--- src/rtl/tiger_writeback_mc.sv ---
// Tiger multi-channel writeback: per-channel result FIFOs merged onto the single
// register-file write port by a fixed-priority arbiter with a starvation guard.
module tiger_writeback_mc #(
    parameter int NUM_CH     = 2,
    parameter int DATA_W     = 32,
    parameter int REGNUM_W   = 5,
    parameter int DEPTH      = 4,
    parameter int STARVE_MAX = 7
) (
    input  logic                         clk,
    input  logic                         reset_n,
    input  logic [NUM_CH-1:0]            in_valid,
    output logic [NUM_CH-1:0]            in_ready,
    input  logic [NUM_CH*REGNUM_W-1:0]   in_regnum,
    input  logic [NUM_CH*DATA_W-1:0]     in_data,
    input  logic [NUM_CH-1:0]            in_cop,
    input  logic                         ch0_link,
    input  logic [DATA_W-1:0]            ch0_branchout,
    input  logic [REGNUM_W-1:0]          query_regnum,
    output logic                         query_busy,
    output logic                         writeRegEn,
    output logic                         writeRegEnCop,
    output logic [REGNUM_W-1:0]          writeRegNum,
    output logic [DATA_W-1:0]            writeRegData
);

    localparam int PTR_W = $clog2(DEPTH);
    localparam int CNT_W = PTR_W + 1;
    localparam int ST_W  = (STARVE_MAX < 1) ? 1 : $clog2(STARVE_MAX + 1);
    localparam int IDX_W = $clog2(NUM_CH);

    typedef struct packed {
        logic [REGNUM_W-1:0] regnum;
        logic [DATA_W-1:0]   data;
        logic                cop;
    } entry_t;

    entry_t            mem    [NUM_CH][DEPTH];
    logic [PTR_W-1:0]  wr_ptr [NUM_CH];
    logic [PTR_W-1:0]  rd_ptr [NUM_CH];
    logic [CNT_W-1:0]  count  [NUM_CH];
    logic [ST_W-1:0]   starve [NUM_CH];
    entry_t            din    [NUM_CH];

    logic [NUM_CH-1:0] push;
    logic [NUM_CH-1:0] pop;
    logic [NUM_CH-1:0] nonempty;
    logic              gnt_any;
    logic [IDX_W-1:0]  gnt_idx;
    entry_t            head;

    // Ready comes from the registered count only, so a same-cycle pop never frees a slot.
    always_comb begin
        in_ready = '0;
        nonempty = '0;
        push     = '0;
        din      = '{default: '0};
        for (int c = 0; c < NUM_CH; c++) begin
            in_ready[c]   = (count[c] != CNT_W'(DEPTH));
            nonempty[c]   = (count[c] != '0);
            push[c]       = in_valid[c] & in_ready[c];
            din[c].regnum = in_regnum[c*REGNUM_W +: REGNUM_W];
            din[c].data   = (c == 0 && ch0_link) ? ch0_branchout : in_data[c*DATA_W +: DATA_W];
            din[c].cop    = in_cop[c];
        end
    end

    // Lowest non-empty channel wins unless a starved channel forces its way in.
    always_comb begin
        gnt_any = 1'b0;
        gnt_idx = '0;
        for (int c = NUM_CH - 1; c >= 0; c--) begin
            if (nonempty[c]) begin
                gnt_any = 1'b1;
                gnt_idx = IDX_W'(c);
            end
        end
        for (int c = NUM_CH - 1; c >= 1; c--) begin
            if (nonempty[c] && starve[c] == ST_W'(STARVE_MAX)) begin
                gnt_idx = IDX_W'(c);
            end
        end
        pop  = gnt_any ? (NUM_CH'(1) << gnt_idx) : '0;
        head = mem[gnt_idx][rd_ptr[gnt_idx]];
    end

    always_comb begin
        logic [PTR_W-1:0] off;
        off        = '0;
        query_busy = 1'b0;
        for (int c = 0; c < NUM_CH; c++) begin
            for (int i = 0; i < DEPTH; i++) begin
                off = PTR_W'(i) - rd_ptr[c];
                if (({1'b0, off} < count[c]) && !mem[c][i].cop &&
                    (mem[c][i].regnum == query_regnum)) begin
                    query_busy = 1'b1;
                end
            end
        end
        if (writeRegEn && writeRegNum == query_regnum) begin
            query_busy = 1'b1;
        end
        if (query_regnum == '0) begin
            query_busy = 1'b0;
        end
    end

    always_ff @(posedge clk) begin
        for (int c = 0; c < NUM_CH; c++) begin
            if (push[c]) begin
                mem[c][wr_ptr[c]] <= din[c];
            end
        end
    end

    always_ff @(posedge clk or negedge reset_n) begin
        if (!reset_n) begin
            for (int c = 0; c < NUM_CH; c++) begin
                wr_ptr[c] <= '0;
                rd_ptr[c] <= '0;
                count[c]  <= '0;
                starve[c] <= '0;
            end
            writeRegEn    <= 1'b0;
            writeRegEnCop <= 1'b0;
            writeRegNum   <= '0;
            writeRegData  <= '0;
        end else begin
            for (int c = 0; c < NUM_CH; c++) begin
                if (push[c]) wr_ptr[c] <= wr_ptr[c] + PTR_W'(1);
                if (pop[c])  rd_ptr[c] <= rd_ptr[c] + PTR_W'(1);
                case ({push[c], pop[c]})
                    2'b10:   count[c] <= count[c] + CNT_W'(1);
                    2'b01:   count[c] <= count[c] - CNT_W'(1);
                    default: count[c] <= count[c];
                endcase
                if (c == 0 || !nonempty[c] || pop[c]) begin
                    starve[c] <= '0;
                end else if (starve[c] != ST_W'(STARVE_MAX)) begin
                    starve[c] <= starve[c] + ST_W'(1);
                end
            end
            // r0 GPR writes are drained like any entry but never enabled.
            if (gnt_any) begin
                writeRegNum   <= head.regnum;
                writeRegData  <= head.data;
                writeRegEnCop <= head.cop;
                writeRegEn    <= !head.cop && (head.regnum != '0);
            end else begin
                writeRegEn    <= 1'b0;
                writeRegEnCop <= 1'b0;
            end
        end
    end

endmodule
--- config.mk ---
export PLATFORM = sky130hd
export DESIGN_NAME = tiger_writeback_mc
export DESIGN_NICKNAME = d
export VERILOG_FILES = /design/src/rtl/tiger_writeback_mc.sv
export SDC_FILE = /design/constraint.sdc
export NUM_CORES = 1
export LEC_CHECK = 0
export CORE_ASPECT_RATIO = 1.1
export CORE_MARGIN = 10
export CORE_UTILIZATION = 60
export CTS_BUF_LIST = sky130_fd_sc_hd__clkbuf_8
export DETAILED_ROUTE_END_ITERATION = 10
export DONT_BUFFER_PORTS = 1
export MAX_ROUTING_LAYER = met4
export PLACE_DENSITY = 0.83
export RECOVER_POWER = 50
export SLEW_MARGIN = 20
export SYNTH_ARGS = -nofsm -noshare
export SYNTH_HDL_FRONTEND = slang
export SYNTH_SLANG_ARGS = --single-unit
--- constraint.sdc ---
create_clock -name clk -period 2.6 [get_ports clk]
set_input_delay 0.52 -clock clk [delete_from_list [all_inputs] [get_ports clk]]
set_output_delay 0.52 -clock clk [all_outputs]
set_load 0.1 [all_outputs]
==> run_results.csv <==
group,metric,value,unit
timing,finalSetupViolations,1,
timing,slew_viol_final,57,
cells_and_area,n_antenna_cell,0,
timing,rsz0062_at_grt,"yes",
cts,cts-root-buf,"clkbuf_8",
logic_synthesis,synth_cells,1012,
detailed_routing,drcViolationCount,0,
die,initial_core_util,0.610,
placement,dp_hpwl,20800,µm
global_routing,grt_pass1_wl,53300,µm
critical_path,critPathKind,"reg2out",
die,core,25300,µm²
die,dieHeight,188,µm
timing,fin_crit,3040,ps
detailed_routing,ant_nets,0,
cells_and_area,final_util,0.700,
global_routing,grt_usage,0.214,
timing,clock_skew,18.9,ps
critical_path,cp-end-kind,"primary output",
cells_and_area,stdcell_count,1490,
logic_synthesis,syn_avg_cell_area,15.3,µm²
critical_path,cp_num_buf_inv,1,
critical_path,cp_data_required_time,2080,ps
cells_and_area,most-common-layout-cells,"304 x edfxtp_1, 108 x a21oi_1, 71 x mux2i_1",
timing,worst_hold_slack,35.5,ps
run,cap_violations,1,
placement,placed_cells,1347,
cells_and_area,syn_to_final_growth,14.7,%
cts,cts_buffer_depth,3,
cts,htree_levels,2,
cts,cts.sinks,360,
die,fp.dieW,173,µm
timing,period_share,1.17,
detailed_routing,drt_first_iter_violations,709,
timing,worst_slew_pin_slew,1700,ps
detailed_routing,vias,8837,
critical_path,slowest_delay,510,ps
power,leakagePower,6.36,nW
run_status,outcome,"finished, violations left",
cells_and_area,seq_area,10500,µm²
global_routing,gr-total-overflow,0,
critical_path,crit_arrival,2520,ps
cts,clock_latency,580,ps
cts,path_clk_slew,70,ps
logic_synthesis,synth-seq-area-share,0.681,
placement,gp_congestion,0.899,
logic_synthesis,synth_area,15500,µm²
power,ir_worst_vdd,0.000699,V
detailed_routing,wire_per_inst,23.2,µm
critical_path,worstSetupStartpointType,"flip-flop",
cts,cts_buffers,54,
cells_and_area,multi_input_area,4680,µm²
detailed_routing,finalWirelength,34600,µm
power,power,0.0227,W
detailed_routing,dr.pass1.iters,5,
global_routing,grt_max_degree,85,
timing,hold_violations,0,
cells_and_area,nFillCells,1654,
critical_path,crit_family,"compound AO/OA/AOI/OAI gates",
cts,cts_tree,"yes",
critical_path,crit_chain,"xor2_4, inv_2, ha_4, a21o_1, a2111oi_4, a2111oi_2, o311ai_1, o22a_4",
power,power_density,1280,nW/µm²
die,pin_count,160,
logic_synthesis,synth_seq_cells,360,
cells_and_area,drive_gt1_frac,0.175,
timing,slew_headroom,-0.130,
logic_synthesis,yosysWarnings,0,
global_routing,grt_pass1_vias,9357,
logic_synthesis,synth_nets,1152,
global_routing,antenna_found_initial,0,
cells_and_area,final_common_cell,"edfxtp_1",
detailed_routing,vias_per_cell,5.93,
run_status,violations,"capacitance limit, slew limit, setup timing",
timing,setup_tns,-437,ps
timing,layout_setup_ws,-437,ps
logic_synthesis,ys_types,41,
die,rows,61,
placement,port_buffers,0,
critical_path,crit_slowest_cell,"dfrtp_4",
timing,fmax,329,MHz
die,dieArea,32600,µm²
cells_and_area,final_nets,1239,
hold_path,hold_path.class,"in2reg",
critical_path,cp_max_fo,2,
[repair_timing]
item,4_1_cts,5_1_grt
hold buffers,22,12
setup buffers,2,6
pin swaps,7,2
endpoints found under the setup margin,1,10
gates resized for setup,21,4
endpoints found under the hold margin,124,22
[through the flow]
stage / cell area (µm²) / setup slack (ps)
6_report: 17700 / -437
5_1_grt: 17700 / -560
4_1_cts: 17600 / -469
3_5_place_dp: 16200 / -32.4
3_3_place_gp: 16200 / 40.9
2_1_floorplan: 15500 / -358
[registers in the layout, summed over array words and instances (netlist names)]
name,count
starve,3
writeRegEnCop,1
wr_ptr,4
rd_ptr,4
writeRegEn,1
mem,304
writeRegNum,5
writeRegData,32
count,6
[worst register-to-register path: stages (launching register included)]
cell and delay (ps):
dfrtp_1 440, or3_1 470, a21oi_1 430, ha_1 270, inv_1 60, fa_1 370, xor2_1 150, nor2_1 110
xnor2_1 130
[cells in the mapped netlist (all sizes together)]
master / count / share of area
o211ai: 1 / 0.00049
ha: 20 / 0.016
or3: 1 / 0.00073
nor2b: 64 / 0.026
nand3: 4 / 0.0013
and3: 10 / 0.0040
a211oi: 96 / 0.055
nand2: 8 / 0.0019
o22a: 1 / 0.00057
xnor2: 29 / 0.016
buf: 43 / 0.016
a21o: 3 / 0.0015
and2: 4 / 0.0016
mux4: 12 / 0.017
nor2: 40 / 0.0097
nand4: 4 / 0.0016
mux2: 33 / 0.024
a2111oi: 6 / 0.0034
a31oi: 2 / 0.00081
fa: 2 / 0.0026
edfxtp: 304 / 0.59
o21ai: 5 / 0.0023
clkbuf: 20 / 0.0049
nor4: 5 / 0.0020
dfrtp: 56 / 0.091
xor2: 30 / 0.017
a21oi: 109 / 0.035
a22oi: 1 / 0.00049
o311ai: 1 / 0.00057
mux2i: 72 / 0.047
inv: 21 / 0.0051
nor3: 4 / 0.0020
or4: 1 / 0.00049
[area by class of cell]
cell class	instances	area share
repair buffers	94	0.0516
clock inverters	38	0.0124
flip-flops and latches	360	0.594
multi-input cells	568	0.264
clock buffers	63	0.0489
inverters	21	0.00444
well taps	346	0.0244
[layer usage]
metal / global-route usage / vias up / routed length, µm / part of all wire
met5: - / - / 0 / 0
met4: 0.0674 / 0 / 833 / 0.024
met3: 0.0434 / 76 / 2110 / 0.061
met2: 0.368 / 318 / 18000 / 0.52
met1: 0.249 / 4401 / 13700 / 0.39
li1: - / 4042 / - / -
[report_power, final]
part	internal [W]	switching (W)	leakage, nW
logic	0.00299	0.00558	2.26
clock network	0.00242	0.00210	0.657
registers	0.00781	0.00178	3.44
[cells by family after synthesis]
| logic type | after synthesis | synth area share |
|---|---|---|
| and+or+nand+nor | 145 | 0.0514 |
| buffers and inverters | 84 | 0.0258 |
| AOI/OAI and AO/OA | 225 | 0.101 |
| muxes | 117 | 0.0889 |
| xor gates and xnor gates | 59 | 0.0334 |
| DFF | 360 | 0.681 |
| adders and majority gates | 22 | 0.0188 |
[worst paths after layout]
path / from / end / slack (ps) / cells past startpoint
min reg2reg: starve[0]$_DFFE_PN0P_ / starve[0]$_DFFE_PN0P_ / 450 / 1
min: in_data[60] / mem[1][67]$_DFFE_PP_ / 40 / 0
min in group asynchronous: reset_n / writeRegData[28]$_DFFE_PN0P_ / 990 / 2
max reg2reg: count[0]$_DFFE_PN0P_ / count[5]$_DFFE_PN0P_ / 120 / 8
max in group asynchronous: reset_n / rd_ptr[0]$_DFFE_PN0P_ / 400 / 2
max: rd_ptr[2]$_DFFE_PN0P_ / query_busy / -440 / 8
No activity file was read; power rests on OpenSTA's default activity.
